<file path="src/rtl/clk_meter_pkg.sv">
// Shared FSM encoding and parameter defaults for the clock-period meter.
package clk_meter_pkg;

   typedef enum logic [1:0] {
      StIdle = 2'd0,
      StArm  = 2'd1,
      StMeas = 2'd2
   } meter_state_e;

   localparam int unsigned DefW          = 16;
   localparam int unsigned DefSyncStages = 2;
   localparam int unsigned DefLockCnt    = 4;
   localparam int unsigned DefTol        = 1;

endpackage

</file>
<file path="src/rtl/sync_rise_det.sv">
// Multi-flop synchronizer for an asynchronous input followed by a rising-edge detector.
module sync_rise_det
   import clk_meter_pkg::*;
#(
   parameter int unsigned SYNC_STAGES = DefSyncStages
) (
   input  logic I_CLK,
   input  logic Rst,
   input  logic I_SIG,
   output logic O_SYNC,
   output logic O_RISE
);

   logic [SYNC_STAGES-1:0] sync_q;
   logic                   prev_q;

   always_ff @(posedge I_CLK) begin
      if (Rst) begin
         sync_q <= '0;
         prev_q <= 1'b0;
      end else begin
         sync_q <= {sync_q[SYNC_STAGES-2:0], I_SIG};
         prev_q <= sync_q[SYNC_STAGES-1];
      end
   end

   assign O_SYNC = sync_q[SYNC_STAGES-1];
   assign O_RISE = O_SYNC & ~prev_q;

endmodule

</file>
<file path="src/rtl/clk_period_meter.sv">
// Measures rise-to-rise period of a slow asynchronous input in local clock cycles,
// with lock (stable period) and timeout (input stopped) indications.
module clk_period_meter
   import clk_meter_pkg::*;
#(
   parameter int unsigned W           = DefW,
   parameter int unsigned SYNC_STAGES = DefSyncStages,
   parameter int unsigned LOCK_CNT    = DefLockCnt,
   parameter int unsigned TOL         = DefTol
) (
   input  logic         I_CLK,
   input  logic         Rst,
   input  logic         I_SIG,
   output logic [W-1:0] O_PERIOD,
   output logic         O_VALID,
   output logic         O_LOCK,
   output logic         O_TIMEOUT
);

   localparam int unsigned MatchW  = $clog2(LOCK_CNT + 1);
   localparam int unsigned SettleW = $clog2(SYNC_STAGES + 2);

   localparam logic [W-1:0]       CntMax    = {W{1'b1}};
   localparam logic [MatchW-1:0]  MatchMax  = MatchW'(LOCK_CNT);
   localparam logic [SettleW-1:0] SettleMax = SettleW'(SYNC_STAGES);
   localparam logic [W:0]         TolW      = (W+1)'(TOL);

   meter_state_e       state_q, state_d;
   logic [W-1:0]       cnt_q, cnt_d;
   logic [W-1:0]       period_q, period_d;
   logic [MatchW-1:0]  match_q, match_d;
   logic [SettleW-1:0] settle_q, settle_d;
   logic               valid_q, valid_d;
   logic               timeout_q, timeout_d;
   logic               first_q, first_d;

   logic              sig_sync, rise;
   logic signed [W:0] diff;
   logic [W:0]        abs_diff;
   logic              within_tol;
   logic              settled;

   sync_rise_det #(
      .SYNC_STAGES(SYNC_STAGES)
   ) u_sync_rise_det (
      .I_CLK (I_CLK),
      .Rst   (Rst),
      .I_SIG (I_SIG),
      .O_SYNC(sig_sync),
      .O_RISE(rise)
   );

   assign diff       = $signed({1'b0, cnt_q}) - $signed({1'b0, period_q});
   assign abs_diff   = diff[W] ? $unsigned(-diff) : $unsigned(diff);
   assign within_tol = (abs_diff <= TolW);

   // The synchronizer reads 0 while it refills after reset, so a high input would look
   // low for SYNC_STAGES cycles; arming needs one more low sample than that.
   assign settled = !sig_sync && (settle_q == SettleMax);

   always_ff @(posedge I_CLK) begin
      if (Rst) begin
         state_q <= StIdle;
      end else begin
         state_q <= state_d;
      end
   end

   always_comb begin
      state_d = state_q;
      unique case (state_q)
         StIdle:  if (settled) state_d = StArm;
         StArm:   if (rise) state_d = StMeas;
         StMeas:  if (!rise && (cnt_q == CntMax)) state_d = StIdle;
         default: state_d = StIdle;
      endcase
   end

   always_comb begin
      cnt_d     = cnt_q;
      period_d  = period_q;
      valid_d   = 1'b0;
      timeout_d = timeout_q;
      match_d   = match_q;
      first_d   = first_q;
      settle_d  = '0;
      unique case (state_q)
         StIdle: begin
            cnt_d = '0;
            if (!sig_sync && (settle_q != SettleMax)) settle_d = settle_q + 1'b1;
            else if (!sig_sync) settle_d = settle_q;
         end
         StArm: begin
            if (rise) begin
               cnt_d   = W'(1);
               first_d = 1'b1;
            end
         end
         StMeas: begin
            if (rise) begin
               period_d  = cnt_q;
               valid_d   = 1'b1;
               timeout_d = 1'b0;
               cnt_d     = W'(1);
               first_d   = 1'b0;
               // First period after arming only becomes the reference.
               if (first_q || !within_tol) match_d = '0;
               else if (match_q != MatchMax) match_d = match_q + 1'b1;
            end else if (cnt_q == CntMax) begin
               timeout_d = 1'b1;
               match_d   = '0;
            end else begin
               cnt_d = cnt_q + 1'b1;
            end
         end
         default: ;
      endcase
   end

   always_ff @(posedge I_CLK) begin
      if (Rst) begin
         cnt_q     <= '0;
         period_q  <= '0;
         valid_q   <= 1'b0;
         timeout_q <= 1'b0;
         match_q   <= '0;
         first_q   <= 1'b0;
         settle_q  <= '0;
      end else begin
         cnt_q     <= cnt_d;
         period_q  <= period_d;
         valid_q   <= valid_d;
         timeout_q <= timeout_d;
         match_q   <= match_d;
         first_q   <= first_d;
         settle_q  <= settle_d;
      end
   end

   assign O_PERIOD  = period_q;
   assign O_VALID   = valid_q;
   assign O_TIMEOUT = timeout_q;
   assign O_LOCK    = (match_q == MatchMax);

endmodule

</file>
<file path="config.mk">
export PLATFORM = sky130hd
export DESIGN_NAME = clk_period_meter
export DESIGN_NICKNAME = d
export VERILOG_FILES = /design/src/rtl/clk_meter_pkg.sv /design/src/rtl/sync_rise_det.sv /design/src/rtl/clk_period_meter.sv
export SDC_FILE = /design/constraint.sdc
export NUM_CORES = 1
export LEC_CHECK = 0
export BUFFER_PORTS_ARGS = -buffer_cell sky130_fd_sc_hd__buf_2
export CELL_PAD_IN_SITES_DETAIL_PLACEMENT = 2
export CELL_PAD_IN_SITES_GLOBAL_PLACEMENT = 2
export CORE_MARGIN = 10
export CORE_UTILIZATION = 35
export CTS_CLUSTER_DIAMETER = 120
export DETAILED_ROUTE_END_ITERATION = 10
export PLACE_DENSITY_LB_ADDON = 0.15
export SETUP_SLACK_MARGIN = 0.15
export SLEW_MARGIN = 15
export SYNTH_ARGS = -nofsm -noshare
export SYNTH_HDL_FRONTEND = slang
export SYNTH_SLANG_ARGS = --single-unit
</file>
<file path="constraint.sdc">
create_clock -name I_CLK -period 5.6 [get_ports I_CLK]
set_input_delay 1.4 -clock I_CLK [delete_from_list [all_inputs] [get_ports I_CLK]]
set_output_delay 1.4 -clock I_CLK [all_outputs]
set_load 0.02 [all_outputs]
</file>
Word-level counts from Yosys, hierarchy flattened
Cells that the tools add are included.
{"block": "totals", "ff_bits": 45, "latch_bits": 0, "out_inout_bits": 19, "mem_bits_rw": 0, "wordCells": 74, "romBits": 0, "mem_count": 0, "in_bits": 3}
{"block": "op_classes", "n_div": 0, "add_sub_neg": 5, "shifts": 0, "n_eq_ne": 13, "n_mux": 21, "n_mul": 0, "n_reduce_logical": 20, "n_lt_le_gt_ge": 1, "bitwise": 4}
{"operator": "$mux W16", "count": 3}
{"operator": "$pmux W16 S3", "count": 1}
{"operator": "$le A17 B1 Y1 const B", "count": 1}
{"operator": "$mux W17", "count": 1}
{"operator": "$neg A17 Y17", "count": 1}
{"operator": "$sub A16 B16 Y17", "count": 1}
{"operator": "$add A16 B1 Y16 const B", "count": 1}
{"operator": "$eq A16 B16 Y1 const B", "count": 1}
{"operator": "$mux W3", "count": 4}
{"operator": "$reduce_and A3 Y1", "count": 4}
{"operator": "$mux W2", "count": 5}
{"operator": "$ne A2 B2 Y1 const B", "count": 5}
{"operator": "$ne A3 B3 Y1 const B", "count": 2}
{"operator": "$pmux W2 S3", "count": 1}
{"operator": "$reduce_bool A2 Y1", "count": 3}
{"operator": "$mux W1", "count": 5}
{"operator": "$eq A2 B2 Y1 const B", "count": 2}
{"operator": "$reduce_and A2 Y1", "count": 2}
{"operator": "$reduce_or A2 Y1", "count": 2}
{"operator": "$add A3 B1 Y3 const B", "count": 1}
{"operator": "$eq A3 B3 Y1 const B", "count": 1}
{"operator": "$logic_and A1 B1 Y1", "count": 3}
{"operator": "$logic_not A1 Y1", "count": 3}
{"operator": "$ne A3 B1 Y1 const B", "count": 1}
{"operator": "other kinds (8)", "count": 10}

Logic depth before layout (Yosys ltp)
Gate-level depths: netlist (run 1).
{"block": "logic_depth", "depth_word": 8, "depth_mapped": 14, "mapped_depth_nobuf": 14}

Modules after synthesis
From an unflattened synthesis (run 1), not the netlist that was laid out.
{"block": "unflattened", "cells_unflattened": 395, "area_unflattened_um2": 3225.6}
{"module": "clk_period_meter", "cells_per_inst": 388, "area_each_um2": 3138.0, "instances": 1, "seq_area_each_um2": 840.8}
{"module": "sync_rise_det", "cells_per_inst": 7, "area_each_um2": 87.6, "instances": 1, "seq_area_each_um2": 60.1}

Worst setup path before layout (run 1)
Ideal clock, no wire load.
{"block": "synth_path", "kind": "reg2reg", "start": "register cnt_q[0]", "end": "register match_q[2]", "path_slack_ns": 1.380, "arrival_time_ns": 4.141, "period_less_slack_ns": 4.220, "path_stages_with_launch": 15, "t_required_ns": 5.521, "cell_sequence": "dfxtp_1 inv_1 ha_1 fa_1 nand2b_1 a21oi_1 xor2_1 or3_4 nor4_2 nand2b_1 or4b_1 and3_1 or4_4 a311o_1 a211oi_2"}
{"block": "synth_between", "elab_chain_cells": 8, "elab_cells_between_ends": 12, "classes_between": "add/sub: 2; order compare: 1; eq/ne: 2; mux: 3; reduce/logical: 4"}
{"element": "start: declaration", "line": "clk_period_meter.sv:29", "text": "logic [W-1:0] cnt_q, cnt_d;"}
{"element": "start signal: assignment", "line": "clk_period_meter.sv:130", "text": "cnt_q <= cnt_d;"}
{"element": "$sub A16 B16 Y17", "line": "clk_period_meter.sv:53", "text": "assign diff = $signed({1'b0, cnt_q}) - $signed({1'b0, period_q});"}
{"element": "$neg A17 Y17", "line": "clk_period_meter.sv:54", "text": "assign abs_diff = diff[W] ? $unsigned(-diff) : $unsigned(diff);"}
{"element": "$mux W17", "line": "clk_period_meter.sv:54"}
{"element": "$le A17 B1 Y1", "line": "clk_period_meter.sv:55", "text": "assign within_tol = (abs_diff <= TolW);"}
{"element": "$logic_not A1 Y1", "line": "clk_period_meter.sv:107", "text": "if (first_q || !within_tol) match_d = '0;"}
{"element": "$logic_or A1 B1 Y1", "line": "clk_period_meter.sv:107"}
{"element": "$ne A3 B1 Y1 (no source line) / $mux W3 (equally long branches)"}
{"element": "$reduce_and A3 Y1 (no source line) / $mux W3 (equally long branches)"}
{"element": "end signal: assignment", "line": "clk_period_meter.sv:134", "text": "match_q <= match_d;"}
{"element": "end: declaration", "line": "clk_period_meter.sv:31", "text": "logic [MatchW-1:0] match_q, match_d;"}
Several ways; a longest one is shown, not always the timed one.
A chain may end at the register's enable or synchronous reset.

Worst setup path after layout (run 1)
Ends and elaborated chain as after synthesis.

==> summary.txt, run 1 <==
Route
  – DRT iter0 DRCs: 148
  – Drt wl/cell: 18.6 um
  – Vias: 3,392
  – Post-DRT Antenna Nets: 0
  – Post-Route WL: around 11 mm
  – DRC violations left: 0
  – Pre-antenna DRT Iters: 4
  – Drt via density: approximately 5.6

Synthesis
  – Sequential fraction of the synthesis area: between 20% and 30%
  – Cell Area, Synth: 3460 um^2
  – Most frequent cell after synthesis: nand2_1
  – Post-synth top flop: dfxtp_1
  – Most instantiated cells after synthesis: nand2_1, nor2_1, dfxtp_1
  – Largest cells by area after synthesis: dfxtp_1, ha_1, nand2_1, a21oi_1, nor2_1
  – Synth warn: 0
  – Post-synth EDFFs: 0
  – #FFs+latches synth: 45
  – Cell count after synthesis: about 460
  – Mapped Nets: 485
  – Cell taking the most area after synthesis: dfxtp_1
  – Synth unique cells: just under 80
  – Syn Area/Cell: roughly 7.6 um^2
  – FFs w/ async S/R, synth: 0%
  – Synth top area share: a little over a quarter

Global routing
  – GRT Util Overall: 16.2%
  – Antenna violations before repair: 0
  – GRT Residual Overflow: 0
  – Largest net degree at the start of global routing: 32
  – First-pass GRT wire length: 19.2 mm
  – Vias in the first global route: 3,639

CTS
  – CTS hold repair buffers: 0
  – Max H-tree Level: 2
  – Worst-path clk slew: 0.09 ns
  – Worst skew pair latency: 0.32 ns
  – CTS tree: yes
  – CTS root buffer: clkbuf_8
  – Post-CTS Repair Setup Buffers: 0
  – Cts repair resizes: 0
  – CTS Sinks: 45
  – Clk buf depth: 2
  – Total CTS buffers: 5

Timing
  – Final Hold Fails: 0
  – Post-route setup slack: 0.822 ns
  – Hold slack: between 0.4 and 0.5 ns
  – Final Max Slew Viols: 0
  – Fmax: 209 MHz
  – Final setup vio count: 0
  – Rel. slew slack: 42.3%
  – RSZ-0062 raised after global routing: false
  – Skew final: around 0.0098 ns
  – Setup TNS: 0 ns
  – Minimum clock period: 4.78 ns
  – Least-Margin Pin Slew: 0.863 ns
  – Fin crit share: 85.3%

Critical path
  – CP Launch Type: flip-flop
  – Crit path launch: cnt_q[0]
  – Required time worst endpoint: 5.83 ns
  – Worst Path Max Fanout: 6
  – RR Startpoint: cnt_q[0]
  – R2R depth: 14
  – WS Path Type: flip-flop to flip-flop
  – Crit. End Element: flip-flop
  – Crit path DAT: 5.01 ns

Die
  – DIE WIDTH: 119 um
  – Initial core utilization: 35.7%
  – Core Area: 9680 um^2
  – Rows: 36
  – # IOs: 22
  – Die height: approximately 120 um
  – Die Area: 14,300 um^2

Placed design
  – Dpl cells: 600
  – IO buf count: 21
  – Post-DP Area: 3690 um^2
  – GPL Wtd Cong: approximately 0.8
  – DP Worst Slack: 0.888 ns
  – Final HPWL from detailed placement: roughly 9 mm

Power
  – Tot Pwr: roughly 730 uW
  – Pwr dens: 193 nW/um^2
  – Peak VDD IR: 0.174 mV
  – Lkg Pwr: 1.52 nW

Finish
  – Post-layout util: between 30% and 40%
  – Final Non-Filler Cells: 608
  – Fillers: 1,162
  – Design area: 3780 um^2
  – Share of cells above drive strength 1: 12.2%
  – Area Overhead vs Synth: 9.22%
  – Final Net Count: 502
  – ANT cells: 0

Run
  – Max-cap violations: 0

Hold path
  – Hold path cells: 1
  – Hold path startpoint: u_sync_rise_det.sync_q[0]
  – Worst hold path type: flip-flop to flip-flop

Status
  – Outcome: finished clean
==> cells by family after synthesis <==
family	after synthesis	synth area share (%)
XOR/XNOR	20	5.50
multiplexers	3	1.23
AO/OA/AOI/OAI	127	25.4
buffers and inverters	46	5.39
flip-flops	45	26.0
AND/OR/NAND/NOR	191	27.2
adder cells (fa/ha/maj)	25	9.26
==> registers in the layout, summed over array words and instances, names as in the netlist <==
register and flops:
O_PERIOD 16, O_TIMEOUT 1, O_VALID 1, cnt_q 16, first_q 1, match_q 3, settle_q 2, state_q 2
u_sync_rise_det.prev_q 1, u_sync_rise_det.sync_q 2
==> critical path, stage by stage, from the launching register on <==
cell      delay, ns
dfxtp_1        0.45
inv_1          0.07
ha_1           0.21
fa_1           0.42
nand2b_1       0.20
a211oi_2       0.47
o21a_1         0.20
nor2_1         0.10
nor3_2         0.26
or3b_1         0.46
or4b_1         0.55
and3_1         0.19
or4_4          0.54
a311o_1        0.36
a211oi_2       0.22
==> report_power, final <==
part	internal [mW]	total, mW	switching (mW)
logic	0.0631	0.178	0.114
registers	0.332	0.341	0.00899
clock network	0.0882	0.211	0.123
total	0.484	0.730	0.246
==> layout make-up <==
type	instances	area (um^2)	area share, %
clock buffer	6	72.6	1.92
clock inverter	2	15.0	0.397
inverter	31	116	3.08
multi-input combinational	366	2370	62.8
sequential	45	901	23.8
tap	133	166	4.40
timing repair buffer	25	135	3.58
==> per-layer routing <==
| layer | global-route usage [%] | part of all wire, % | vias up |
|---|---|---|---|
| met2 | 28.0 | 50 | 21 |
| met1 | 20.7 | 48 | 1697 |
| met4 | 3.85 | 0.98 | 0 |
| met5 | 0 | 0 | - |
| met3 | 2.22 | 1.4 | 10 |
| li1 | - | - | 1664 |
==> cell usage in the layout, fill, tap and decap left out, drive strengths merged, types with 11 or more instances in the layout <==
master   n
nand3   14
buf     25
a21oi   43
inv     31
xor2    14
nor2    52
ha      24
nor3    11
dfxtp   45
o21ai   20
nand2   58
==> worst paths after layout <==
path / end / slack, ns
min reg2reg: u_sync_rise_det.sync_q[1] / 0.47
max reg2reg: match_q[2] / 0.82
max: match_q[2] / 0.82
min: u_sync_rise_det.sync_q[1] / 0.47
Note: power is estimated with default switching activity, not from simulation.
==> run 2, diff against run 1 <==
--- a/config.mk
+++ b/config.mk
@@ -12,7 +12,7 @@
 export CORE_UTILIZATION = 35
 export CTS_CLUSTER_DIAMETER = 120
 export DETAILED_ROUTE_END_ITERATION = 10
-export PLACE_DENSITY_LB_ADDON = 0.15
+export PLACE_DENSITY = 0.8
 export SETUP_SLACK_MARGIN = 0.15
 export SLEW_MARGIN = 15
 export SYNTH_ARGS = -nofsm -noshare
==> run 2 against run 1 <==
  * Sequential share of layout area about the same
  * Routed wire length is 0.95% lower
  * Global-route usage hardly changed
  * Die area did not move
  * Critical path depth unchanged
  * Clock power up 8%
  * Register-to-register slack worse by 0.04 ns
  * Hold slack lost 0.017 ns
  * Clock skew is 0.0037 ns lower
  * Core utilization is 0.065 points higher
  * Highest routed layer unchanged
  * Sequential power about the same
  * Cell count decreased by 0.16%
==> summary.txt, run 2 (synthesis gave the netlist of run 1 again) <==
Power
  – Sequential share of power: 45.5% (-1.3 points)
  – Internal power: 507 uW (+4.9%)
  – Lkg Pwr: 1.53 nW (+0.75%)
  – P_sw: 244 uW (-1.1%)
  – Pwr dens: 198 nW/um^2 (+2.7%)
  – Peak VDD IR: 0.180 mV (+3.7%)
  – Clock power frac: 30.3% (+1.4 points)
  – Switch share: 32.4% (-1.3 points)
  – Combinational Power Share: 24.3% (about the same)

Timing
  – Fin crit share: 86.0% (+0.67 points)
  – Minimum clock period: 4.82 ns (+0.0373 ns)
  – RSZ-0062 raised after global routing: false
  – Fmax: 208 MHz (-0.78%)
  – Final setup vio count: 0 (unchanged)
  – Least-Margin Pin Slew: 0.895 ns (+0.0325 ns)
  – Final Hold Fails: 0 (unchanged)
  – Skew final: 0.00610 ns (-0.00367 ns)
  – Final Max Slew Viols: 0 (unchanged)
  – Rel. slew slack: 40.1% (-2.2 points)
  – Setup TNS: 0 ns (unchanged)

Global routing
  – GRT Util Overall: 16.2% (about the same)
  – GRT busiest layer: met2
  – GRT met3 Usage: 1.79% (-0.43 points)
  – M2 GR Usage: 28.3% (+0.28 points)
  – GRT Residual Overflow: 0 (unchanged)
  – Met1 GRT Util: 20.3% (-0.36 points)
  – First-pass GRT wire length: 19.3 mm (+0.86%)
  – Largest net degree at the start of global routing: 32 (unchanged)
  – Vias in the first global route: 3,682 (+1.2%)
  – Antenna violations before repair: 0 (unchanged)

Critical path
  – CP delay by family, top: simple AND/OR/NAND/NOR gates
  – Reg2reg end: match_q[2]
  – Reg2reg setup slack: 0.78 ns (-0.04 ns)
  – CP Launch Type: flip-flop
  – Crit path DAT: 5.05 ns (+0.04 ns)
  – WS Path Type: flip-flop to flip-flop
  – Worst path slowest cell: or4_4
  – RR Startpoint: cnt_q[0]
  – CP bufs+invs: 1 (unchanged)
  – Crit. End Element: flip-flop
  – Critical-path cell list: inv_1 -> ha_1 -> fa_1 -> nand2b_1 -> a211oi_2 -> o21a_1 -> nor2_1 -> nor3_2 -> or3b_1 -> or4b_1 -> and3_1 -> or4_4 -> a311o_1 -> a211oi_2
  – Worst Path Max Fanout: 6 (unchanged)
  – R2R depth: 14 (unchanged)
  – Required time worst endpoint: 5.84 ns (about the same)
  – Max incr delay on CP: 0.55 ns (about the same)
  – Crit-path most repeated cell: a211oi_2

Finish
  – Post-layout util: 39.1% (+0.065 points)
  – ANT cells: 0 (unchanged)
  – Final Net Count: 501 (-0.20%)
  – Area Overhead vs Synth: 9.40%
  – Most frequent cells in the layout: nand2_1, nor2_1, dfxtp_1
  – Share of cells above drive strength 1: 12.2% (+0.026 points)
  – Fillers: 1,152 (-0.86%)
  – Most common cell after layout, fill and taps aside: nand2_1

Route
  – Drt via density: 5.60 (+0.34%)
  – DRC violations left: 0 (unchanged)
  – DRT iter0 DRCs: 125 (-16%)
  – Drt wl/cell: 18.4 um (-0.78%)
  – Pre-antenna DRT Iters: 4 (unchanged)
  – Vias: 3,398 (+0.18%)
  – Post-DRT Antenna Nets: 0 (unchanged)
  – Post-Route WL: 11.2 mm (-0.95%)

Hold path
  – Hold path startpoint: u_sync_rise_det.sync_q[0]
  – Worst hold path type: flip-flop to flip-flop
  – Min-Delay Endpoint: u_sync_rise_det.sync_q[1]
  – Hold path cells: 1 (unchanged)

Placed design
  – IO buf count: 21 (unchanged)
  – GPL Wtd Cong: 0.777 (-3.0%)
  – Final HPWL from detailed placement: 8.84 mm (-1.7%)

Die
  – Rows: 36 (unchanged)
  – Die height: 119 um (unchanged)
  – DIE WIDTH: 119 um (unchanged)
  – Core Area: 9680 um^2 (unchanged)
  – Initial core utilization: 35.7% (unchanged)
  – # IOs: 22 (unchanged)
  – Die Area: 14,300 um^2 (unchanged)

CTS
  – CTS root buffer: clkbuf_8
  – Max H-tree Level: 2 (unchanged)
  – Total CTS buffers: 5 (unchanged)
  – Post-CTS Repair Setup Buffers: 0 (unchanged)
  – CTS tree: yes
  – Cts repair resizes: 0 (unchanged)
  – Worst-path clk slew: 0.09 ns (about the same)
  – Worst skew pair latency: 0.31 ns (about the same)
  – CTS Sinks: 45 (unchanged)
  – Clk buf depth: 2 (unchanged)
  – CTS hold repair buffers: 0 (unchanged)

Status
  – Outcome: finished clean

Run
  – Max-cap violations: 0 (unchanged)
run 2: power groups by stage:
stage / clock network [mW] / registers (mW) / logic (mW)
6_report: 0.227 / 0.341 / 0.182
5_1_grt: 0.251 / 0.344 / 0.209
4_1_cts: 0.236 / 0.342 / 0.183
3_5_place_dp: 0 / 0.349 / 0.181
3_3_place_gp: 0 / 0.347 / 0.173
2_1_floorplan: 0 / 0.346 / 0.132
run 2: area by class of cell:
type,count,area (um^2),area share [%]
Clock buffer,7,96.3,2.55
Clock inverter,1,5.00,0.132
Inverter,31,116,3.07
Multi-Input combinational cell,366,2370,62.7
Sequential cell,45,901,23.8
Tap cell,133,166,4.40
Timing Repair Buffer,24,128,3.37
run 2: metal layers:
metal,share of wire (%),vias up,routed length (um)
met5,0,-,0
li1,-,1664,-
met2,50,34,5590
met3,1.9,12,213
met1,47,1688,5270
met4,1.1,0,125
run 2: through the flow:
step                hold WS, ns  instances  total power, mW  worst slack (ns)  instance area (um^2)
finish                    0.456        607            0.751             0.785                  3780
global route              0.486        607            0.804             0.562                  3780
CTS                       0.458        607            0.761             0.811                  3780
detailed placement        0.440        599            0.530             0.844                  3680
global placement          0.438        599            0.520              1.10                  3680
floorplan                 0.414        457            0.479              1.38                  3460
run 2: worst max path at each step:
stage | from | endpoint | slack, ns | cells past startpoint
after floorplan | cnt_q[0] | match_q[2] | 1.38 | 14
after global placement | cnt_q[0] | match_q[2] | 1.10 | 14
after detailed placement | cnt_q[0] | match_q[2] | 0.84 | 14
after CTS | cnt_q[0] | match_q[2] | 0.81 | 14
after global routing | cnt_q[0] | match_q[2] | 0.56 | 14
final | cnt_q[0] | match_q[2] | 0.78 | 14
run 2: worst register-to-register path: cells and delay by family (launching register included):
kind	cells	cell delay (ns)
simple gates	7	2.34
buf+inv	1	0.08
flops	1	0.45
fa+ha+maj	2	0.65
compound gates	4	1.24
==> run 3, diff against run 2 <==
--- a/config.mk
+++ b/config.mk
@@ -5,14 +5,14 @@
 export SDC_FILE = /design/constraint.sdc
 export NUM_CORES = 1
 export LEC_CHECK = 0
-export BUFFER_PORTS_ARGS = -buffer_cell sky130_fd_sc_hd__buf_2
 export CELL_PAD_IN_SITES_DETAIL_PLACEMENT = 2
 export CELL_PAD_IN_SITES_GLOBAL_PLACEMENT = 2
 export CORE_MARGIN = 10
 export CORE_UTILIZATION = 35
 export CTS_CLUSTER_DIAMETER = 120
 export DETAILED_ROUTE_END_ITERATION = 10
-export PLACE_DENSITY = 0.8
+export DONT_BUFFER_PORTS = 1
+export PLACE_DENSITY = 0.77
 export SETUP_SLACK_MARGIN = 0.15
 export SLEW_MARGIN = 15
 export SYNTH_ARGS = -nofsm -noshare
==> run 3 against run 2 <==
  * Fmax up 2.6%
  * Highest routed layer unchanged
  * Cell count is 3.6% lower
  * Sequential power about the same
  * Critical path type unchanged
  * Register-to-register slack improved by 0.12 ns
  * Hold slack worse by 0.00062 ns
  * Clock skew about the same
  * Clock power shrank 7%
  * Clock-buffer cell count stayed put
==> summary.txt, run 3 (synthesis gave the netlist of run 1 again) <==
Finish
  – Most frequent cells in the layout: nand2_1, nor2_1, dfxtp_1
  – Fillers: 1,156 (+0.35%)
  – Area Overhead vs Synth: 5.93%
  – Most common cell after layout, fill and taps aside: nand2_1
  – Final Net Count: 480 (-4.2%)
  – Final Non-Filler Cells: 585 (-3.6%)
  – Multi-input logic area: 2370 um^2 (unchanged)
  – FF/Latch Area: 901 um^2 (unchanged)
  – ANT cells: 0 (unchanged)
  – Share of cells above drive strength 1: 7.74% (-4.5 points)

Route
  – Pre-antenna DRT Iters: 4 (unchanged)
  – DRT iter0 DRCs: 197 (+58%)
  – Drt via density: 5.63 (+0.55%)
  – Vias: 3,293 (-3.1%)
  – Drt wl/cell: 18.8 um (+1.7%)
  – Post-DRT Antenna Nets: 0 (unchanged)
  – Post-Route WL: 11.0 mm (-2.0%)
  – DRC violations left: 0 (unchanged)

Timing
  – Final Max Slew Viols: 0 (unchanged)
  – Setup TNS: 0 ns (unchanged)
  – Fin crit share: 83.8% (-2.2 points)
  – Skew final: 0.00570 ns (-0.000400 ns)
  – Fmax: 213 MHz (+2.6%)
  – Final setup vio count: 0 (unchanged)
  – Rel. slew slack: 34.3% (-5.8 points)
  – Final Hold Fails: 0 (unchanged)
  – RSZ-0062 raised after global routing: false
  – Post-route setup slack: 0.909 ns (+0.124 ns)
  – Least-Margin Pin Slew: 0.979 ns (+0.0836 ns)
  – Minimum clock period: 4.69 ns (-0.124 ns)

CTS
  – Total CTS buffers: 5 (unchanged)
  – CTS Sinks: 45 (unchanged)
  – Cts repair resizes: 0 (unchanged)
  – CTS hold repair buffers: 0 (unchanged)
  – Worst-path clk slew: 0.09 ns (about the same)
  – Worst skew pair latency: 0.30 ns (about the same)
  – CTS root buffer: clkbuf_8
  – Post-CTS Repair Setup Buffers: 0 (unchanged)
  – Clk buf depth: 2 (unchanged)
  – Max H-tree Level: 2 (unchanged)
  – CTS tree: yes

Critical path
  – Worst path slowest cell: or4_4
  – WS Path Type: flip-flop to flip-flop
  – CP bufs+invs: 1 (unchanged)
  – Critical-path cell list: inv_1 -> ha_1 -> fa_1 -> nand2b_1 -> a21oi_1 -> xnor2_1 -> o211ai_2 -> nor3_2 -> or3b_1 -> or4b_1 -> and3_1 -> or4_4 -> a311o_1 -> a211oi_2
  – Worst Path Max Fanout: 6 (unchanged)
  – Required time worst endpoint: 5.83 ns (about the same)
  – CP Launch Type: flip-flop
  – Crit. End Element: flip-flop
  – CP delay by family, top: simple AND/OR/NAND/NOR gates
  – Crit path DAT: 4.92 ns (-0.13 ns)
  – Max incr delay on CP: 0.53 ns (-0.02 ns)

Placed design
  – GPL Wtd Cong: 0.798 (+2.8%)
  – Dpl cells: 578 (-3.5%)
  – DP Worst Slack: 0.950 ns (+0.106 ns)
  – IO buf count: 0 (-100%)
  – Final HPWL from detailed placement: 8.66 mm (-2.0%)

Global routing
  – GRT busiest layer: met2
  – GRT met3 Usage: 1.89% (+0.094 points)
  – GRT Residual Overflow: 0 (unchanged)
  – GRT Util Overall: 15.5% (-0.69 points)
  – Largest net degree at the start of global routing: 32 (unchanged)
  – First-pass GRT wire length: 18.6 mm (-4.0%)
  – M2 GR Usage: 28.7% (+0.41 points)
  – Met1 GRT Util: 18.4% (-1.9 points)
  – Antenna violations before repair: 0 (unchanged)
  – Vias in the first global route: 3,613 (-1.9%)

Run
  – Max-cap violations: 0 (unchanged)

Power
  – Pwr dens: 198 nW/um^2 (about the same)
  – Lkg Pwr: 1.40 nW (-8.1%)
  – Peak VDD IR: 0.135 mV (-25%)
  – Tot Pwr: 727 uW (-3.2%)

Die
  – # IOs: 22 (unchanged)
  – Die Area: 14,300 um^2 (unchanged)
  – Rows: 36 (unchanged)
  – Die height: 119 um (unchanged)
  – DIE WIDTH: 119 um (unchanged)
  – Core Area: 9680 um^2 (unchanged)
  – Initial core utilization: 35.7% (unchanged)

Hold path
  – Worst hold path type: flip-flop to flip-flop

Status
  – Outcome: finished clean
run 3: power by group:
group	internal (mW)	switching [mW]
clock network	0.0982	0.113
registers	0.332	0.00825
logic	0.0595	0.115
run 3: stage by stage:
| step | cell area (um^2) | hold slack (ns) | util (%) |
|---|---|---|---|
| after floorplan | 3460 | 0.414 | - |
| after global placement | 3580 | 0.451 | 37.0 |
| after detailed placement | 3580 | 0.439 | 37.0 |
| after CTS | 3660 | 0.462 | 37.8 |
| after global routing | 3660 | 0.486 | 37.8 |
| final | 3660 | 0.456 | 37.8 |
run 3: path summary, 6_finish.rpt:
kind,from,end,slack [ns],depth (start not counted)
setup / recovery,cnt_q[0],match_q[2],0.91,14
hold / removal,u_sync_rise_det.sync_q[0],u_sync_rise_det.sync_q[1],0.46,1
setup reg to reg,cnt_q[0],match_q[2],0.91,14
hold reg to reg,u_sync_rise_det.sync_q[0],u_sync_rise_det.sync_q[1],0.46,1
run 3: cell type report:
| type | count | area share, % |
|---|---|---|
| clock buffer | 7 | 2.36 |
| inverter | 31 | 3.18 |
| multi-input combinational | 366 | 64.7 |
| sequential | 45 | 24.6 |
| tap | 133 | 4.54 |
| timing repair buffer | 3 | 0.615 |
run 3: layer usage:
metal  vias up  part of all wire [%]
met3         6                   1.5
met2        12                    53
met1      1655                    45
li1       1620                     -
met4         0                  0.77
met5         -                     0
